===== config.mk =====
export PLATFORM = sky130hd
export DESIGN_NAME = fir_stream_sched
export DESIGN_NICKNAME = d
export VERILOG_FILES = /design/src/rtl/fir_stream_sched.sv
export SDC_FILE = /design/constraint.sdc
export NUM_CORES = 1
export LEC_CHECK = 0
export CAP_MARGIN = 30
export CORE_MARGIN = 5
export CORE_UTILIZATION = 29
export DETAILED_ROUTE_END_ITERATION = 16
export GPL_ROUTABILITY_DRIVEN = 0
export GPL_TIMING_DRIVEN = 1
export PLACE_DENSITY = 0.54
export SYNTH_ARGS = -nofsm -noshare
export SYNTH_HDL_FRONTEND = slang
export SYNTH_SLANG_ARGS = --single-unit

===== constraint.sdc =====
create_clock -name clk -period 7.5 [get_ports clk]
set_input_delay 1.875 -clock clk [delete_from_list [all_inputs] [get_ports clk]]
set_output_delay 1.875 -clock clk [all_outputs]
set_load 0.02 [all_outputs]

===== src/rtl/fir_stream_sched.sv =====
// Stream scheduler around the free-running 24-cycle folded FIR: input/output FIFOs, start/prime FSM, feed and capture.
// Optional statistics counters are compiled in when FIR_SCHED_STAT_EN is defined.
module fir_stream_sched #(
  parameter int DW        = 16,
  parameter int IN_DEPTH  = 4,
  parameter int OUT_DEPTH = 4,
  parameter int PRIME_LVL = 2,
  parameter int DISCARD   = 1
) (
  input  logic          clk,
  input  logic          rst,
  input  logic          ctrl_en,
  input  logic          s_valid,
  output logic          s_ready,
  input  logic [DW-1:0] s_data,
  output logic          m_valid,
  input  logic          m_ready,
  output logic [DW-1:0] m_data,
  output logic          fir_en,
  output logic [DW-1:0] fir_din,
  input  logic          fir_sample_in,
  input  logic          fir_sample_out,
  input  logic [DW-1:0] fir_dout,
  output logic [1:0]    state,
  output logic          underrun,
  output logic          overflow,
  input  logic          clr_flags
`ifdef FIR_SCHED_STAT_EN
  ,
  output logic [15:0]   in_cnt,
  output logic [15:0]   out_cnt,
  output logic [15:0]   urun_cnt,
  output logic [15:0]   ovf_cnt
`endif
);

  localparam int IA_W = $clog2(IN_DEPTH);
  localparam int IC_W = IA_W + 1;
  localparam int OA_W = $clog2(OUT_DEPTH);
  localparam int OC_W = OA_W + 1;
  localparam int DC_W = (DISCARD < 1) ? 1 : $clog2(DISCARD + 1);

  localparam logic [IC_W-1:0] IN_FULL_LVL  = IC_W'(IN_DEPTH);
  localparam logic [OC_W-1:0] OUT_FULL_LVL = OC_W'(OUT_DEPTH);
  localparam logic [IC_W-1:0] PRIME_C      = IC_W'(PRIME_LVL);
  localparam logic [DC_W-1:0] DISC_C       = DC_W'(DISCARD);

  typedef enum logic [1:0] {
    ST_IDLE  = 2'b00,
    ST_PRIME = 2'b01,
    ST_RUN   = 2'b10,
    ST_HALT  = 2'b11
  } state_t;

  state_t          state_q, state_d;
  logic            fir_en_q, fir_en_d;
  logic [DC_W-1:0] disc_q, disc_d;
  logic            underrun_q, underrun_d;
  logic            overflow_q, overflow_d;

  logic [IA_W-1:0] in_rd_q, in_rd_d, in_wr_q, in_wr_d;
  logic [IC_W-1:0] in_lvl_q, in_lvl_d;
  logic [OA_W-1:0] out_rd_q, out_rd_d, out_wr_q, out_wr_d;
  logic [OC_W-1:0] out_lvl_q, out_lvl_d;

  logic [DW-1:0] in_mem_q  [IN_DEPTH];
  logic [DW-1:0] out_mem_q [OUT_DEPTH];

  logic in_empty, in_full, out_empty, out_full;
  logic in_push, in_pop, out_push, out_pop;
  logic is_run, is_halt, slot, cap, keep, urun_set, ovf_set;

  always_comb begin
    in_empty  = (in_lvl_q == '0);
    in_full   = (in_lvl_q == IN_FULL_LVL);
    out_empty = (out_lvl_q == '0);
    out_full  = (out_lvl_q == OUT_FULL_LVL);
    is_run    = (state_q == ST_RUN);
    is_halt   = (state_q == ST_HALT);

    s_ready   = !rst && !in_full;
    m_valid   = !out_empty;
    in_push   = s_valid && s_ready;
    out_pop   = m_valid && m_ready;

    slot      = is_run && fir_sample_in;
    in_pop    = slot && !in_empty;
    urun_set  = slot && in_empty;

    // A result landing on a full FIFO still fits when the same cycle pops.
    cap       = fir_sample_out && (is_run || is_halt);
    keep      = cap && (disc_q == '0) && is_run;
    out_push  = keep && (!out_full || out_pop);
    ovf_set   = keep && out_full && !out_pop;
  end

  always_comb begin
    in_rd_d  = in_rd_q  + IA_W'(in_pop);
    in_wr_d  = in_wr_q  + IA_W'(in_push);
    in_lvl_d = in_lvl_q + IC_W'(in_push) - IC_W'(in_pop);
    out_rd_d  = out_rd_q  + OA_W'(out_pop);
    out_wr_d  = out_wr_q  + OA_W'(out_push);
    out_lvl_d = out_lvl_q + OC_W'(out_push) - OC_W'(out_pop);
  end

  always_comb begin
    state_d  = state_q;
    fir_en_d = fir_en_q;
    disc_d   = disc_q;
    if (cap && (disc_q != '0)) begin
      disc_d = disc_q - DC_W'(1);
    end
    unique case (state_q)
      ST_IDLE: begin
        if (ctrl_en) state_d = ST_PRIME;
      end
      ST_PRIME: begin
        if (in_lvl_d >= PRIME_C) begin
          state_d  = ST_RUN;
          fir_en_d = 1'b1;
        end
      end
      ST_RUN: begin
        if (!ctrl_en) state_d = ST_HALT;
      end
      ST_HALT: begin
        // Results already in flight when we resume belong to the halted period.
        if (ctrl_en) begin
          state_d = ST_RUN;
          disc_d  = DISC_C;
        end
      end
      default: state_d = ST_IDLE;
    endcase

    underrun_d = clr_flags ? 1'b0 : (underrun_q || urun_set);
    overflow_d = clr_flags ? 1'b0 : (overflow_q || ovf_set);
  end

  always_ff @(posedge clk or posedge rst) begin
    if (rst) begin
      state_q    <= ST_IDLE;
      fir_en_q   <= 1'b0;
      disc_q     <= DISC_C;
      underrun_q <= 1'b0;
      overflow_q <= 1'b0;
      in_rd_q    <= '0;
      in_wr_q    <= '0;
      in_lvl_q   <= '0;
      out_rd_q   <= '0;
      out_wr_q   <= '0;
      out_lvl_q  <= '0;
    end else begin
      state_q    <= state_d;
      fir_en_q   <= fir_en_d;
      disc_q     <= disc_d;
      underrun_q <= underrun_d;
      overflow_q <= overflow_d;
      in_rd_q    <= in_rd_d;
      in_wr_q    <= in_wr_d;
      in_lvl_q   <= in_lvl_d;
      out_rd_q   <= out_rd_d;
      out_wr_q   <= out_wr_d;
      out_lvl_q  <= out_lvl_d;
    end
  end

  // FIFO storage carries data only; validity comes from the level counters.
  always_ff @(posedge clk) begin
    if (in_push)  in_mem_q[in_wr_q]   <= s_data;
    if (out_push) out_mem_q[out_wr_q] <= fir_dout;
  end

  always_comb begin
    state    = state_q;
    fir_en   = fir_en_q;
    underrun = underrun_q;
    overflow = overflow_q;
    fir_din  = (is_run && !in_empty) ? in_mem_q[in_rd_q] : '0;
    m_data   = out_empty ? '0 : out_mem_q[out_rd_q];
  end

`ifdef FIR_SCHED_STAT_EN
  function automatic logic [15:0] sat_inc(input logic [15:0] v, input logic en);
    if (en && (v != 16'hFFFF)) return v + 16'd1;
    return v;
  endfunction

  logic [15:0] in_cnt_q, in_cnt_d, out_cnt_q, out_cnt_d;
  logic [15:0] urun_cnt_q, urun_cnt_d, ovf_cnt_q, ovf_cnt_d;

  always_comb begin
    in_cnt_d   = clr_flags ? 16'd0 : sat_inc(in_cnt_q, in_push);
    out_cnt_d  = clr_flags ? 16'd0 : sat_inc(out_cnt_q, out_pop);
    urun_cnt_d = clr_flags ? 16'd0 : sat_inc(urun_cnt_q, urun_set);
    ovf_cnt_d  = clr_flags ? 16'd0 : sat_inc(ovf_cnt_q, ovf_set);
  end

  always_ff @(posedge clk or posedge rst) begin
    if (rst) begin
      in_cnt_q   <= '0;
      out_cnt_q  <= '0;
      urun_cnt_q <= '0;
      ovf_cnt_q  <= '0;
    end else begin
      in_cnt_q   <= in_cnt_d;
      out_cnt_q  <= out_cnt_d;
      urun_cnt_q <= urun_cnt_d;
      ovf_cnt_q  <= ovf_cnt_d;
    end
  end

  assign in_cnt   = in_cnt_q;
  assign out_cnt  = out_cnt_q;
  assign urun_cnt = urun_cnt_q;
  assign ovf_cnt  = ovf_cnt_q;
`endif

endmodule


==> run metrics <==
outcome=completed; synthesis-to-finish area growth=29.5%; Pwr per Cell Area=between 300 and 400 mW/mm2; DRT Pass-1 Iters=4; worst-path fanout max=3; worst vdd ir=between 0.15 and 0.2 mV; setup bufs post-CTS=0; largest net degree at the start of global routing=21; Least-Margin Pin Slew=about 980 ps; Worst path max stage delay=slightly above 600 ps; final wirelength=about 11,000 um; EDFF count, synth=128; relative slew slack=34.7%; starting density of the core=approximately 30%; hold slack=around 480 ps; I/O Buffers=about 80; First DRT Iteration DRCs=108; post-synth top area cell=edfxtp_1; Final #Nets=between 400 and 500; Die Width=152 um; minimum clock period=slightly below 5000 ps; setup tns final=0 ps; cts hold-fix bufs=0; post-route clock period utilization=approximately 66%; metal2 WL=roughly 5700 um; Wirelength per Cell=17.3 um; TritonCTS clock tree=yes; family with the most delay on the worst path=buffers and inverters; post-layout util=37.8%; sequential area share after synthesis=around three quarters; Die Ht=about 150 um; most frequent CP cell=clkdlybuf4s50_1; num rows=52; H-tree levels=4; ys flop type=edfxtp_1; initial antenna violation count=1; routed length on met1=4900 um; f_max=203 MHz; vias per std cell=roughly 4.4; Slowest-stage cell, CP=clkdlybuf4s50_1; sw power=approximately 0.84 mW; CP required=about 5600 ps; post-synth top area share=between 60% and 70%; synth top area cells=edfxtp_1, mux4_2, dfrtp_1, mux4_1, and3_1; global-route wire length before repair=approximately 18,000 um; # DRC=0; Comb pwr share=approximately 30%; Final Hold Fails=0; synth warn=0; gr usage total=10.2%; Routed Antenna Nets=0; Tot Pwr=~2.9 mW; mapped cell area=roughly 0.0059 mm2; GRT overflow=0; WL met3=around 650 um; dpl hpwl=between 7000 and 8000 um; vias in the first global route=between 3,000 and 4,000; Hold Path Class=reg -> reg; maximum buffer depth of the clock tree=2; # setup viols final=0; Startpoint Class=input pin; Maximum Capacitance Violations=0; highest routed metal layer=met5; ANT cells=0; leak pwr=2.65 nW; Clock Skew=around 11 ps; CP bufs+invs=2; worst-path cell chain=clkdlybuf4s50_1, a21oi_1, clkdlybuf4s50_1; nature of the critical path endpoint=primary output; Async SR Flop Fraction=between 10% and 20%; worst skew pair latency=approximately 420 ps; switching share of power=29.2%; Seq pwr share=around 40%; max-slew violation count=0; clock slew at reported path FFs=about 60 ps; internal power=2.03 mW; # clock sinks=148; flops & latches, synth=around 150; Crit Path Class=in -> out; post-CTS sizing=0; CORE AREA=0.0201 mm2; Die Footprint=around 0.023 mm2; synth unique cells=34; clock power share=30.6%; total CTS buffers=17; via count=2,931; layout cell share with drive strength beyond 1=17.4%; RSZ-0062 raised after global routing=no; Avg Cell Area, Syn=20.4 um2; I/O pins=79; clock root cell=clkbuf_16; crit path DAT=~3000 ps; Post-Synthesis Cells=roughly 290; Syn Nets=336
synth_stat cells (4+ instances only):
| cell type | count |
|---|---|
| edfxtp_1 | 128 |
| dfrtp_1 | 19 |
| mux4_2 | 24 |
| buf_2 | 5 |
| nor2b_1 | 19 |
| ha_1 | 6 |
| inv_1 | 10 |
| nand2_1 | 4 |
| xor2_1 | 7 |
| clkbuf_1 | 4 |
| nor2_1 | 4 |
| mux4_1 | 8 |
| and3_1 | 19 |
routing by layer:
layer | track usage, % | vias to the layer above
met4 | 3.72 | 2
met2 | 17.0 | 77
li1 | - | 1334
met1 | 12.2 | 1498
met5 | 0 | -
met3 | 3.83 | 20
per-stage QoR:
step	cell area, um2	setup WS [ps]	cells
2_1_floorplan	5870	3410	288
3_3_place_gp	6960	2570	626
3_5_place_dp	6990	2570	628
4_1_cts	7600	2570	660
5_1_grt	7600	2530	660
6_report	7600	2590	660
final cells by class:
cell class,instances,area [um2]
multi-input combinational,117,1430
fill,1840,12500
tap,270,338
inverter,10,37.5
sequential,148,4350
clock inverter,15,189
timing repair buffer,83,833
clock buffer,17,425
power by group through the flow:
stage	Clock (mW)	Sequential, mW	Combinational [mW]
global placement	0	1.18	0.815
floorplan	0	1.07	0.597
finish	0.877	1.13	0.851
global route	0.935	1.15	0.917
CTS	0.897	1.14	0.872
detailed placement	0	1.16	0.868
layout by cell type (no fill, tap or decap), drive strengths merged, types with 4 or more instances in the layout:
cell type | synthesis | final
clkinv | 0 | 6
mux4 | 32 | 32
inv | 10 | 10
ha | 6 | 6
dfrtp | 19 | 19
clkbuf | 4 | 17
bufinv | 0 | 4
nor2b | 19 | 19
xor2 | 7 | 7
nand2 | 4 | 4
buf | 9 | 5
clkinvlp | 0 | 5
edfxtp | 128 | 128
clkdlybuf4s50 | 0 | 78
and3 | 19 | 19
nor2 | 4 | 4
state kept, by name, indices dropped and copies added, names as in the netlist, 2 cells and up:
name       flops
in_lvl_q       3
out_mem_q     64
out_rd_q       2
out_wr_q       2
in_mem_q      64
in_rd_q        2
state          2
out_lvl_q      3
in_wr_q        2
kinds of logic (layout without fill, tap and decap cells):
group,after synthesis,count (layout),share of synthesized area [%]
AO/OA/AOI/OAI,8,8,0.959
buffers and inverters,23,125,2.24
flip-flops,148,148,74.0
XOR/XNOR,9,9,1.58
multiplexers,32,32,12.8
adder cells (fa/ha/maj),8,8,1.96
AND/OR/NAND/NOR,60,60,6.44
path summary, 6_finish.rpt:
| kind | from | to | slack (ps) | cells after the start |
|---|---|---|---|---|
| max reg2reg | in_lvl_q[1] | fir_en | 4600 | 9 |
| max in group asynchronous | rst | in_wr_q[0] | 5030 | 2 |
| min in group asynchronous | rst | in_lvl_q[2] | 1960 | 2 |
| max | rst | s_ready | 2590 | 3 |
| min | fir_en | fir_en | 480 | 1 |
| min reg2reg | fir_en | fir_en | 480 | 1 |
(Power assumes the default switching activity.)
